<file path="src/rtl/filter_output_packer_if.sv">
// Word stream from the pixel packer to a DMA/bus writer.
// The packer drives word/keep/last/valid; the writer drives ready.
interface filter_output_packer_if;
    logic [31:0] word_o;
    logic [3:0]  keep_o;
    logic        last_o;
    logic        valid_o;
    logic        ready_i;

    modport master (
        output word_o,
        output keep_o,
        output last_o,
        output valid_o,
        input  ready_i
    );

    modport slave (
        input  word_o,
        input  keep_o,
        input  last_o,
        input  valid_o,
        output ready_i
    );
endinterface

</file>
<file path="src/rtl/filter_output_packer.sv">
// Packs the 3x3 filter's 8-bit pixel stream into 32-bit words.
// A completed word is held back until the next pixel or the frame end,
// so that the last flag is known when the word enters the output FIFO.
// The input side has no backpressure; a full FIFO drops words and
// raises a sticky overflow flag.
module filter_output_packer #(
    parameter int DEPTH = 16
) (
    input  logic                     clock,
    input  logic                     reset,
    input  logic [7:0]               data_i,
    input  logic                     valid_i,
    input  logic                     frame_i,
    filter_output_packer_if.master   out_bus,
    output logic [$clog2(DEPTH):0]   level_o,
    output logic                     overflow_o
);
    localparam int AW = $clog2(DEPTH);
    localparam int PW = AW + 1;

    logic        frame_prev;
    logic [2:0]  cnt;
    logic [31:0] acc;
    logic [4:0]  lane_lsb;

    logic        accept;
    logic        frame_end;
    logic        push;
    logic        push_last;
    logic [3:0]  push_keep;

    logic [PW-1:0] wr_ptr;
    logic [PW-1:0] rd_ptr;
    logic          full;
    logic          empty;
    logic          pop;
    logic          write_en;
    logic [36:0]   mem [DEPTH];
    logic [36:0]   head;

    assign accept    = valid_i && frame_i;
    assign frame_end = frame_prev && !frame_i;
    assign lane_lsb  = {cnt[1:0], 3'b000};

    // A full accumulator is flushed by the next pixel; any content is flushed at frame end.
    assign push      = (accept && (cnt == 3'd4)) || (frame_end && (cnt != 3'd0));
    assign push_last = frame_end;

    // Byte enables of the word being pushed follow the number of filled lanes.
    always_comb begin
        push_keep = 4'h0;
        case (cnt)
            3'd1:    push_keep = 4'h1;
            3'd2:    push_keep = 4'h3;
            3'd3:    push_keep = 4'h7;
            3'd4:    push_keep = 4'hF;
            default: push_keep = 4'h0;
        endcase
    end

    // Accumulator and frame edge tracking.
    always_ff @(posedge clock or negedge reset) begin
        if (!reset) begin
            frame_prev <= 1'b0;
            cnt        <= 3'd0;
            acc        <= 32'd0;
        end else begin
            frame_prev <= frame_i;
            if (accept) begin
                if (cnt == 3'd4) begin
                    acc <= {24'd0, data_i};
                    cnt <= 3'd1;
                end else begin
                    acc[lane_lsb +: 8] <= data_i;
                    cnt                <= cnt + 3'd1;
                end
            end else if (frame_end) begin
                acc <= 32'd0;
                cnt <= 3'd0;
            end
        end
    end

    assign full     = (wr_ptr[AW] != rd_ptr[AW]) && (wr_ptr[AW-1:0] == rd_ptr[AW-1:0]);
    assign empty    = (wr_ptr == rd_ptr);
    assign pop      = !empty && out_bus.ready_i;
    // A simultaneous pop frees the slot, so a push into a full FIFO still lands.
    assign write_en = push && (!full || pop);

    // FIFO storage; contents are only observable through the empty-gated head.
    always_ff @(posedge clock) begin
        if (write_en) begin
            mem[wr_ptr[AW-1:0]] <= {push_last, push_keep, acc};
        end
    end

    // Pointers and sticky overflow.
    always_ff @(posedge clock or negedge reset) begin
        if (!reset) begin
            wr_ptr     <= '0;
            rd_ptr     <= '0;
            overflow_o <= 1'b0;
        end else begin
            if (write_en) begin
                wr_ptr <= wr_ptr + 1'b1;
            end
            if (pop) begin
                rd_ptr <= rd_ptr + 1'b1;
            end
            if (push && full && !pop) begin
                overflow_o <= 1'b1;
            end
        end
    end

    assign head    = mem[rd_ptr[AW-1:0]];
    assign level_o = wr_ptr - rd_ptr;

    // Head outputs read zero while the FIFO is empty.
    always_comb begin
        out_bus.valid_o = !empty;
        out_bus.word_o  = 32'd0;
        out_bus.keep_o  = 4'h0;
        out_bus.last_o  = 1'b0;
        if (!empty) begin
            out_bus.word_o = head[31:0];
            out_bus.keep_o = head[35:32];
            out_bus.last_o = head[36];
        end
    end
endmodule

</file>
<file path="src/flat_wrapper.sv">
// flat-port wrapper written by rule: the top's interface ports become plain ports
module filter_output_packer_flat 
#(
    parameter int DEPTH = 16
)
  (clock, reset, data_i, valid_i, frame_i, level_o, overflow_o, out_bus_word_o, out_bus_keep_o, out_bus_last_o, out_bus_valid_o, out_bus_ready_i);
  filter_output_packer_if out_bus_i ();
  input  logic clock;
  input  logic reset;
  input  logic [7:0] data_i;
  input  logic valid_i;
  input  logic frame_i;
  output logic [$clog2(DEPTH):0] level_o;
  output logic overflow_o;
  output wire logic [$bits(out_bus_i.word_o)-1:0] out_bus_word_o;
  output wire logic [$bits(out_bus_i.keep_o)-1:0] out_bus_keep_o;
  output wire logic [$bits(out_bus_i.last_o)-1:0] out_bus_last_o;
  output wire logic [$bits(out_bus_i.valid_o)-1:0] out_bus_valid_o;
  input wire logic [$bits(out_bus_i.ready_i)-1:0] out_bus_ready_i;
  assign out_bus_word_o = out_bus_i.word_o;
  assign out_bus_keep_o = out_bus_i.keep_o;
  assign out_bus_last_o = out_bus_i.last_o;
  assign out_bus_valid_o = out_bus_i.valid_o;
  assign out_bus_i.ready_i = out_bus_ready_i;
  filter_output_packer #(.DEPTH(DEPTH)) u_core (.clock(clock), .reset(reset), .data_i(data_i), .valid_i(valid_i), .frame_i(frame_i), .out_bus(out_bus_i), .level_o(level_o), .overflow_o(overflow_o));
endmodule
</file>
<file path="config.mk">
export PLATFORM = sky130hd
export DESIGN_NAME = filter_output_packer_flat
export DESIGN_NICKNAME = d
export VERILOG_FILES = /design/src/rtl/filter_output_packer_if.sv /design/src/rtl/filter_output_packer.sv /design/src/flat_wrapper.sv
export SDC_FILE = /design/constraint.sdc
export NUM_CORES = 1
export LEC_CHECK = 0
export BUFFER_PORTS_ARGS = -buffer_cell sky130_fd_sc_hd__clkbuf_2
export CAP_MARGIN = 30
export CORE_MARGIN = 2
export CORE_UTILIZATION = 50
export CTS_BUF_LIST = sky130_fd_sc_hd__clkbuf_4 sky130_fd_sc_hd__clkbuf_8
export CTS_CLUSTER_DIAMETER = 80
export DETAILED_ROUTE_END_ITERATION = 16
export PLACE_DENSITY_LB_ADDON = 0.2
export SYNTH_ARGS = -nofsm -noshare
export SYNTH_HDL_FRONTEND = slang
export SYNTH_SLANG_ARGS = --single-unit
</file>
<file path="constraint.sdc">
create_clock -name clock -period 8.4 [get_ports clock]
set_input_delay 1.68 -clock clock [delete_from_list [all_inputs] [get_ports clock]]
set_output_delay 1.68 -clock clock [all_outputs]
set_load 0.02 [all_outputs]
</file>
==> results of run 1 <==
[cells in the mapped netlist, drive strengths merged (8+ instances only)]
cell	number
mux2	37
nand3	116
xnor2	10
clkbuf	24
mux4	148
o21ai	8
and4	8
nand2	47
ha	15
edfxtp	592
a22o	32
inv	13
buf	40
dfrtp	47
[worst max-delay path by stage]
stage                     slack, ps  depth (start not counted)             start                 to
after floorplan                1820                          5           frame_i   u_core.mem[0][0]
after global placement         3340                          7  u_core.rd_ptr[1]  out_bus_word_o[4]
after detailed placement       3360                          7  u_core.rd_ptr[1]  out_bus_word_o[9]
after CTS                      2600                          7  u_core.rd_ptr[1]  out_bus_word_o[9]
after global routing           2470                          7  u_core.rd_ptr[1]  out_bus_word_o[9]
final                          2730                          7  u_core.rd_ptr[1]  out_bus_word_o[7]
[registers in the layout, summed over array words and instances (netlist names)]
| register | flops |
|---|---|
| u_core.wr_ptr | 5 |
| u_core.cnt | 3 |
| u_core.rd_ptr | 5 |
| u_core.frame_prev | 1 |
| u_core.overflow_o | 1 |
| u_core.mem | 592 |
| u_core.acc | 32 |
[cells by family (layout without fill, tap and decap cells)]
logic type	after synthesis	in the layout	share of synthesized area
buffers and inverters	78	279	0.0158
and+or+nand+nor	199	199	0.0408
adders and majority gates	16	16	0.00835
muxes	188	188	0.152
xor gates and xnor gates	12	12	0.00422
AOI/OAI and AO/OA	56	56	0.0171
DFF	639	639	0.762
[layout by cell type (no fill, tap or decap), types with 12 or more instances in the layout]
cell                       count
sky130_fd_sc_hd__edfxtp_1    592
sky130_fd_sc_hd__mux4_2      148
sky130_fd_sc_hd__nand3_1     116
sky130_fd_sc_hd__clkbuf_8    101
sky130_fd_sc_hd__clkbuf_2     56
sky130_fd_sc_hd__nand2_1      46
sky130_fd_sc_hd__dfrtp_1      44
sky130_fd_sc_hd__clkbuf_4     41
sky130_fd_sc_hd__mux2_2       37
sky130_fd_sc_hd__a22o_1       32
sky130_fd_sc_hd__buf_4        27
sky130_fd_sc_hd__clkinv_1     19
sky130_fd_sc_hd__ha_1         15
sky130_fd_sc_hd__inv_1        13
sky130_fd_sc_hd__clkinv_2     12
[routing by layer]
metal | share of wire | up-vias | wire length, µm | global-route usage
met5 | 0.00015 | - | 8 | 0
met4 | 0.020 | 2 | 1090 | 0.0715
met3 | 0.070 | 76 | 3770 | 0.0425
met2 | 0.47 | 425 | 25400 | 0.335
met1 | 0.44 | 6495 | 23400 | 0.314
li1 | - | 5179 | - | -
[worst register-to-register path, cell delays in order, from the launching register on]
cell and delay [ps]:
sky130_fd_sc_hd__dfrtp_4 780, sky130_fd_sc_hd__inv_1 260, sky130_fd_sc_hd__ha_1 400, sky130_fd_sc_hd__and4_1 320, sky130_fd_sc_hd__nand3_1 200, sky130_fd_sc_hd__and2_1 460, sky130_fd_sc_hd__and4_2 710, sky130_fd_sc_hd__buf_4 540
[report_power, final]
part	switching, mW	internal [mW]
Combinational	1.52	1.17
Sequential	0.242	3.66
Clock	1.17	1.34
[stage by stage]
| stage | hold WS [ps] | power [mW] | instance area (µm²) | std cells | setup WS [ps] |
|---|---|---|---|---|---|
| finish | 514 | 9.10 | 27900 | 2053 | 2730 |
| global route | 523 | 9.54 | 27900 | 2053 | 2470 |
| CTS | 518 | 9.22 | 27900 | 2053 | 2600 |
| detailed placement | 495 | 6.70 | 26000 | 1873 | 3360 |
| global placement | 512 | 6.67 | 25900 | 1871 | 3340 |
| floorplan | 512 | 5.87 | 24900 | 1188 | 1820 |
[final cells by class]
type                    instances  area (µm²)  share of cell area
flip-flops and latches        639       19000               0.679
clock inverters                38         229             0.00820
clock buffers                 142        1700              0.0608
repair buffers                 85         531              0.0190
multi-input cells             471        5610               0.201
inverters                      14        52.6             0.00188
well taps                     664         831              0.0298
==> metrics list, run 1 <==
- After detailed routing, the average wire length per cell comes to 26.1 µm.
- The number of hold buffers added after CTS was 0.
* CTS root buffer: sky130_fd_sc_hd__clkbuf_8
- The die is 227 µm wide.
* Share of the clock period used by the worst path after layout: 0.675
* Setup repair after global routing missed its margin: no
- Longest individual stage delay on the worst path: between 700 and 800 ps
- The repair_antennas step left the layout with diodes totalling 0.
- Count of flip-flops with a built-in enable after synthesis: just under 600
- Derived from the worst setup path, the maximum achievable clock frequency is 176 MHz.
- Remaining routing DRC violations: 0
* Routability congestion estimate: roughly 0.77
- Data arrives at the worst endpoint at 3990 ps.
- In the final layout, the share of cells above drive strength 1 is 0.328.
- TritonCTS built the clock tree.
- Worst reg2reg path startpoint: u_core.rd_ptr[2]
- The first routing iteration left between 1000 and 1500 violations.
- Via-per-instance ratio: about 5.9
- Die Footprint: 51600 µm²
* Worst ir drop on vdd: 0.000281 V
- Once the clock tree was built, the setup fixing pass inserted 0 buffers.
* # resized after CTS: 0
* TNS Setup: 0 ps
- The signal on the critical path passes through buf_4, buf_4, mux4_2, mux2_2, nand2_1, nand3_1, clkbuf_2.
* Sequential-to-total area share from yosys stat: 0.762
- H-tree lvl count: 3
* Final hold viol count: 0
- FFs w/ async S/R, synth: 0.0736
- Per-instance average area after synthesis: 20.9 µm²
- Cells taking the most area after synthesis: sky130_fd_sc_hd__edfxtp_1 (71%), sky130_fd_sc_hd__mux4_2 (13%), sky130_fd_sc_hd__dfrtp_1 (4.7%)
- The worst path in the final design needs a cycle of 5670 ps, including I/O delays and setup.
- Hold EP: u_core.overflow_o
- Setup skew after layout: about 38 ps
- Along the worst path, the maximum fanout reaches 39.
- Clock sinks: ~640
- Buffer levels on the longest clock path: 3
- Setup violations remaining at the end of the flow were counted as 0.
- The number of nets in the synthesized netlist is 1217.
- Counting instances, the worst hold path has a depth of 1.
* Most used cell along the critical path: sky130_fd_sc_hd__buf_4
* Data required time at the worst endpoint: roughly 6700 ps
* Routed Wire Length: 53600 µm
- Number of vias in the routed layout: 12200
- Maximum number of pins on one net before global-route repair: 48
- Together, buffers and inverters on the worst path number 3.
- Input/output buffers: 56
- STA classifies the critical path endpoint as an output pin.
- Among all flip-flop cells after synthesis, the most frequent one is sky130_fd_sc_hd__edfxtp_1.
- The HPWL after detailed placement is 27600 µm.
- Via count of the first global-routing pass: about 13000
- Cell type group with the largest total delay on the critical path: buffers and inverters
- Remaining max-slew budget at the tightest pin: 0.378
* Die Ht: 227 µm
- Reported max-cap violation count: 0
- Worst min-delay path category: flop to flop
* Slowest cell on the critical path: sky130_fd_sc_hd__dfrtp_4
- At the pin with the least slew margin, the transition time is between 900 and 1000 ps.
- The number of cells on the worst reg-to-reg path is 7.
* Post-synthesis register bit count: roughly 640
* Area grow syn2layout: 12.2%
* Total power divided by cell area: 326 nW/µm²
* Final Max Slew Viols: 0
- The initial antenna violation count was 1.
- DRT Pass-1 Iters: 6
* Area leader, netlist: sky130_fd_sc_hd__edfxtp_1
- Hold Path Origin: u_core.overflow_o
- In this run the count of I/O pins placed on the die edge is 57.
- Clock insertion delay at the later pin of the skew report: 690 ps
* Result of the run: finished clean
- Final core utilization: 0.569
- Number of filler cells placed in the layout: 3724
- Post-Synthesis Cell Area: 24900 µm²
- STA classifies the critical path startpoint as a flop.
- In the synthesized netlist, the number of instances is 1188.
- Placeable core region: 49100 µm²
- Remaining global-route overflow: 0
- The first global-routing pass estimated 79800 µm of wire.
- Row generation in the floorplan step produced 81 rows.
- Clock slew at reported path FFs: 60 ps
* Starting density of the core: 0.507
* Global router's overall resource usage: 0.216
- Leakage: around 9.4 nW
- The Yosys step of the flow raised 0 warnings.
- Category of the most critical setup path: flop to output pin
- The worst register-to-register path has a setup slack of 4350 ps.
* Number of buffers added by the clock tree synthesis step: 97
- In this run the critical register-to-register path is captured at u_core.mem[14][36].
* Final Net Count: approximately 1300
- Of the post-synthesis cell area, the dominant cell type holds 0.714.
- Antenna viol nets, final: 0
* Distinct cell type count after synthesis: 39
Power figures use the tool's default switching activity.
==> run 2: changes to the inputs <==
==> constraint.sdc (replaced) <==
create_clock -name clock -period 5.8 [get_ports clock]
set_input_delay 1.16 -clock clock [delete_from_list [all_inputs] [get_ports clock]]
set_output_delay 1.16 -clock clock [all_outputs]
set_load 0.02 [all_outputs]
==> metrics list, run 2 (synthesis results as in run 1) <==
- Result of the run: finished clean
- Number of vias in the routed layout: 12200
- Reported max-cap violation count: 0
* Leakage: approximately 9.5 nW
- Counting instances, the worst hold path has a depth of 1.
- Most common cell after layout, fill and taps aside: sky130_fd_sc_hd__edfxtp_1
- Setup repair after global routing missed its margin: no
* DRT Pass-1 Iters: 5
- Final Instance Count excl. Fillers: 2060
* CTS tree: done
- Number of filler cells placed in the layout: approximately 3700
- The worst setup path is launched from a flop.
- The register with the most flip-flops in the layout has approximately 590 of them.
- Leaving out fill and tap cells, the most frequent cells in the layout are sky130_fd_sc_hd__edfxtp_1 (592), sky130_fd_sc_hd__mux4_2 (148), sky130_fd_sc_hd__nand3_1 (116).
* Routed wirelength normalized by instance count: about 27 µm
- Across the VDD grid, the largest voltage drop is roughly 0.00042 V.
* Via-per-instance ratio: 5.94
- Via count of the first global-routing pass: about 13000
- Share of the clock period used by the worst path after layout: 0.823
- Hold timing on the final database bottoms out at a slack of 533 ps.
- Die Wd: 227 µm
- Number of buffers added by the clock tree synthesis step: 100
- Site row count: 81
- Worst reg2reg path startpoint: u_core.rd_ptr[1]
- After detailed placement, the design holds a cell count of 1878.
* Worst setup EP type: output pin
- Setup WS post-layout: 1030 ps
* Remaining routing DRC violations: 0
* Number of buffers inserted by post-CTS setup repair: 0
- Power spread over the standard cell area amounts to 477 nW/µm².
* Routed Wire Length: 55000 µm
- Category of the most critical setup path: flop to output pin
- Antenna viol nets, final: 0
- The first routing iteration left 1164 violations.
* Starting density of the core: 0.507
- The initial antenna violation count came to 2.
- Buffers placed on the I/O ports in this run total 56.
* Data required time at the worst endpoint: 4640 ps
* H-tree lvl count: 3
- Remaining global-route overflow: 0
* Fmax: 210 MHz
- DP HPWL: about 30000 µm
- The first global-routing pass estimated 81700 µm of wire.
* Hold EP: u_core.overflow_o
- Worst min-delay path category: flop to flop
- TNS Setup: 0 ps
* Die Footprint: 51600 µm²
* Final hold viol count: 0
* Area grow syn2layout: 12.8%
* Global router's overall resource usage: 0.222
* I/O pin count: 57
- Clock slew at reported path FFs: 60 ps
- Data on the critical path arrives at its endpoint at 3610 ps.
- Area of the multi-input gates: between 5000 and 6000 µm²
* Internal reg-to-reg setup slack: 1820 ps
- For this design, the sink count on the clock tree is 639.
- Remaining max-slew budget at the tightest pin: 0.364
- CTS root buffer: sky130_fd_sc_hd__clkbuf_8
- Number of buffers inserted for hold repair after clock tree synthesis: 0
- End of the worst register-to-register path: u_core.mem[10][9]
* Hold Path Origin: u_core.overflow_o
- In this run the worst path has a maximum fanout of 29.
* Cell count of the worst reg-to-reg path: 7
- Layout cells sized above 1: 0.325
- After clock tree synthesis, the repair step resized 0 gates.
- The region available for standard cell placement spans around 50000 µm².
- Final Net Count: 1346
- The count of final max-slew check failures was 0.
- Actual slew at the worst max-slew pin: 952 ps
- Clock insertion delay at the later pin of the skew report: 670 ps
- The clock arrives with 29.6 ps of skew.
- Setup violations remaining at the end of the flow were counted as 0.
- Routability congestion estimate: 0.773
- Timing analysis after detailed placement gives a worst setup slack of 1610 ps.
* Seq. cell area: ~19000 µm²
* Die Ht: 227 µm
* Maximum number of pins on one net before global-route repair: 48
- Number of antenna diodes: 0
- Buffer levels on the longest clock path: 3
- Counting I/O delays and the setup requirement, the final critical path takes roughly 4800 ps.
-- run 2: changes by cell type in the layout (fill, tap and decap cells not counted), sizes merged --
cell    delta
clkinv     +7
buf        +6
clkbuf     -5
inv        -4
bufinv     +3
-- run 2: worst max path at each step --
stage	cells after the start	slack, ps	start	end
2_1_floorplan	13	970	u_core.rd_ptr[1]	u_core.mem[0][0]
6_report	9	1030	u_core.rd_ptr[1]	out_bus_word_o[0]
3_5_place_dp	6	1610	frame_i	u_core.mem[10][9]
5_1_grt	9	810	u_core.rd_ptr[1]	out_bus_word_o[9]
4_1_cts	8	940	u_core.rd_ptr[0]	out_bus_word_o[3]
3_3_place_gp	8	1510	u_core.rd_ptr[1]	out_bus_word_o[9]
-- run 2: metal layers --
metal / part of all wire / GRT usage / vias to the layer above
li1: - / - / 5190
met1: 0.43 / 0.318 / 6518
met2: 0.48 / 0.350 / 435
met3: 0.068 / 0.0419 / 90
met4: 0.020 / 0.0736 / 4
met5: 0.00045 / 0 / -
-- run 2: cell type report --
cell class / instances / share of cell area
clock buffer: 137 / 0.0605
clock inverter: 44 / 0.0106
inverter: 14 / 0.00187
multi-input combinational: 471 / 0.200
sequential: 639 / 0.676
tap: 664 / 0.0296
timing repair buffer: 91 / 0.0219
-- run 2: critical path, cell delays in order (launching register included) --
cell and delay (ps):
sky130_fd_sc_hd__dfrtp_4 720, sky130_fd_sc_hd__inv_1 160, sky130_fd_sc_hd__ha_1 330, sky130_fd_sc_hd__and4_1 310, sky130_fd_sc_hd__a21oi_4 620, sky130_fd_sc_hd__buf_16 230, sky130_fd_sc_hd__buf_4 220, sky130_fd_sc_hd__nand2_1 70
sky130_fd_sc_hd__nand3_1 90, sky130_fd_sc_hd__clkbuf_2 170
-- run 2: through the flow --
stage	cell area, µm²	power [mW]	util
5_1_grt	28100	14.0	0.572
2_1_floorplan	24900	8.51	-
4_1_cts	28100	13.6	0.572
6_report	28100	13.4	0.572
3_5_place_dp	26100	9.79	0.531
3_3_place_gp	26000	9.70	0.530
-- run 2: power breakdown --
group / internal, mW / total (mW) / switching (mW)
sequential: 5.30 / 5.57 / 0.268
clock: 2.07 / 3.76 / 1.69
combinational: 1.73 / 4.06 / 2.33
total: 9.11 / 13.4 / 4.29
==> run 3: changes to the inputs <==
==> constraint.sdc (replaced) <==
create_clock -name clock -period 3.88 [get_ports clock]
set_input_delay 0.776 -clock clock [delete_from_list [all_inputs] [get_ports clock]]
set_output_delay 0.776 -clock clock [all_outputs]
set_load 0.02 [all_outputs]
==> metrics list, run 3 (synthesis results as in run 1) <==
- Die Footprint: roughly 52000 µm²
- Reported max-cap violation count: 0
- CTS root buffer: sky130_fd_sc_hd__clkbuf_8
* Actual slew at the worst max-slew pin: 872 ps
- In this run the power density over the cells is 710 nW/µm².
- Category of the most critical setup path: flop to output pin
- The filler cells instantiated in the layout total about 3700.
- The region available for standard cell placement spans 49100 µm².
* I/O pin count: 57
- Result of the run: finished clean
* Slowest cell on the critical path: sky130_fd_sc_hd__dfrtp_4
- Final Max Slew Viols: 0
- The clock period could shrink to 3700 ps.
- The total overflow left after global routing is 0.
* Wire length of the first global-routing pass: 82300 µm
* Remaining max-slew budget at the tightest pin: 0.419
- Counting along the longest clock path gives a buffer depth of 3.
- Leakage: 9.63 nW
- TNS Setup: 0 ps
* Starting density of the core: 0.507
- Via-per-instance ratio: 5.92
- Routability-driven placement finished with a final weighted congestion of 0.793.
- The via count of the first global-routing pass came to 12800.
- Final core utilization: 0.579
- Data arrives at the worst endpoint at 2920 ps.
- The signal on the critical path passes through inv_1, ha_1, and4_2, a21oi_4, buf_12, nand2_1, nand3_1, clkbuf_2.
* Most common cell after layout, fill and taps aside: sky130_fd_sc_hd__edfxtp_1
- For the worst-skew pair, the clock arrives at the later sink with an insertion delay of 700 ps.
- Worst min-delay path category: input pin to flop
* Worst ir drop on vdd: about 0.00088 V
* Area grow syn2layout: 14.2%
* Flip-flop count of the largest register, all copies and words added: 592
* DRT Pass-1 Iters: 6
* Data required time at the worst endpoint: 3100 ps
* Initial antenna violation count: 4
* Startpoint types: flop
* Setup repair after global routing missed its margin: no
- Max FO, Critical Path: 36
* Layout cells sized above 1: 0.339
- Antenna viol nets, final: 0
- Routed wirelength normalized by instance count: 26.6 µm
* Setup skew after layout: 41.2 ps
- On the worst path, the slowest cell contributes a delay of roughly 490 ps.
- After the last flow step, the layout net total stands at ~1400.
- Number of buffers added by the clock tree synthesis step: 98
- From left edge to right edge, the die measures 227 µm.
- The count of final hold-check violations was 0.
* Maximum number of pins on one net before global-route repair: around 120
- Input/output buffers: between 50 and 60
* Top library cells by usage in the layout, fill and taps aside: sky130_fd_sc_hd__edfxtp_1 (592), sky130_fd_sc_hd__mux4_2 (148), sky130_fd_sc_hd__nand3_1 (115), sky130_fd_sc_hd__clkbuf_8 (115), sky130_fd_sc_hd__clkbuf_2 (56)
- For this block, the initial DRC count from the detailed router was 1133.
* Fmax: 270 MHz
- The routed layout has 12200 vias.
- Remaining routing DRC violations: 0
- Setup violations remaining at the end of the flow were counted as 0.
- H-tree lvl count: 3
- Routed Wire Length: roughly 55000 µm
* Worst setup EP type: output pin
- Clock slew at reported path FFs: 70 ps
- Dividing the final minimum period by the clock period gives 0.953.
- CTS tree: done
- The clock net in this run drives a total of 639 sinks.
- Site row count: 81
* DP HPWL: 29000 µm
* Global router's overall resource usage: 0.224
- The die is 227 µm tall.
## run 3: changes by cell type in the layout (fill, tap and decap cells not counted), moves of 2 or more
cell,previous run,this run
sky130_fd_sc_hd__inv_8,0,2
sky130_fd_sc_hd__clkinv_1,27,13
sky130_fd_sc_hd__bufinv_16,4,1
sky130_fd_sc_hd__buf_4,31,19
sky130_fd_sc_hd__buf_16,3,1
sky130_fd_sc_hd__clkbuf_8,107,115
sky130_fd_sc_hd__clkbuf_4,30,33
sky130_fd_sc_hd__buf_12,1,22
## run 3: timing repair
action	4_1_cts	5_1_grt
hold buffers	0	1
hold endpoints to repair	0	1
buffers inserted	0	0
resized for setup	0	3
setup endpoints to repair	0	9
## run 3: through the flow
| step | instance area [µm²] | hold WS, ps | setup slack (ps) | instances | power, mW |
|---|---|---|---|---|---|
| after floorplan | 24900 | 480 | 26.8 | 1188 | 12.7 |
| after global placement | 26300 | 526 | 783 | 1885 | 14.7 |
| after detailed placement | 26300 | 500 | 709 | 1885 | 14.8 |
| after CTS | 28400 | 204 | 25.3 | 2064 | 20.4 |
| after global routing | 28400 | 301 | 17.1 | 2067 | 21.1 |
| final | 28400 | 304 | 182 | 2067 | 20.2 |
## run 3: metal layers
layer / global-route usage / routed length, µm
met2: 0.352 / 26300
met4: 0.0725 / 1130
met3: 0.0373 / 3280
met5: 0 / 35
met1: 0.324 / 24200
## run 3: power breakdown
group          total, mW  switching [mW]  internal (mW)  leakage [nW]
Clock               5.64            2.55           3.09          1.08
Combinational       6.39            3.70           2.69          2.49
Sequential          8.15           0.221           7.93          6.06
Total               20.2            6.47           13.7          9.63
## run 3: worst max-delay path, delay by kind of cell, from the launching register on
kind,cells,cell delay [ps]
AO/OA/AOI/OAI,1,190
adder cells (fa/ha/maj),1,300
buffers and inverters,3,600
flip-flops,1,490
AND/OR/NAND/NOR,3,640
## run 3: worst paths after layout
check | from | to | slack [ps] | cells past startpoint
max in group asynchronous | reset | u_core.acc[20] | 2800 | 4
max reg2reg | u_core.rd_ptr[2] | u_core.mem[13][24] | 740 | 7
max | u_core.rd_ptr[2] | out_bus_word_o[11] | 180 | 8
min in group asynchronous | reset | u_core.rd_ptr[1] | 410 | 2
min | frame_i | u_core.frame_prev | 300 | 1
min reg2reg | u_core.overflow_o | u_core.overflow_o | 540 | 1
## run 3: area by class of cell
type                    instances  area (µm²)  area share
diodes                          1        2.50   0.0000881
clock buffers                 148        1830      0.0644
clock inverters                31         201     0.00709
inverters                      14        52.6     0.00185
multi-input cells             471        5630       0.198
flip-flops and latches        639       19000       0.668
well taps                     664         831      0.0292
repair buffers                 99         901      0.0317
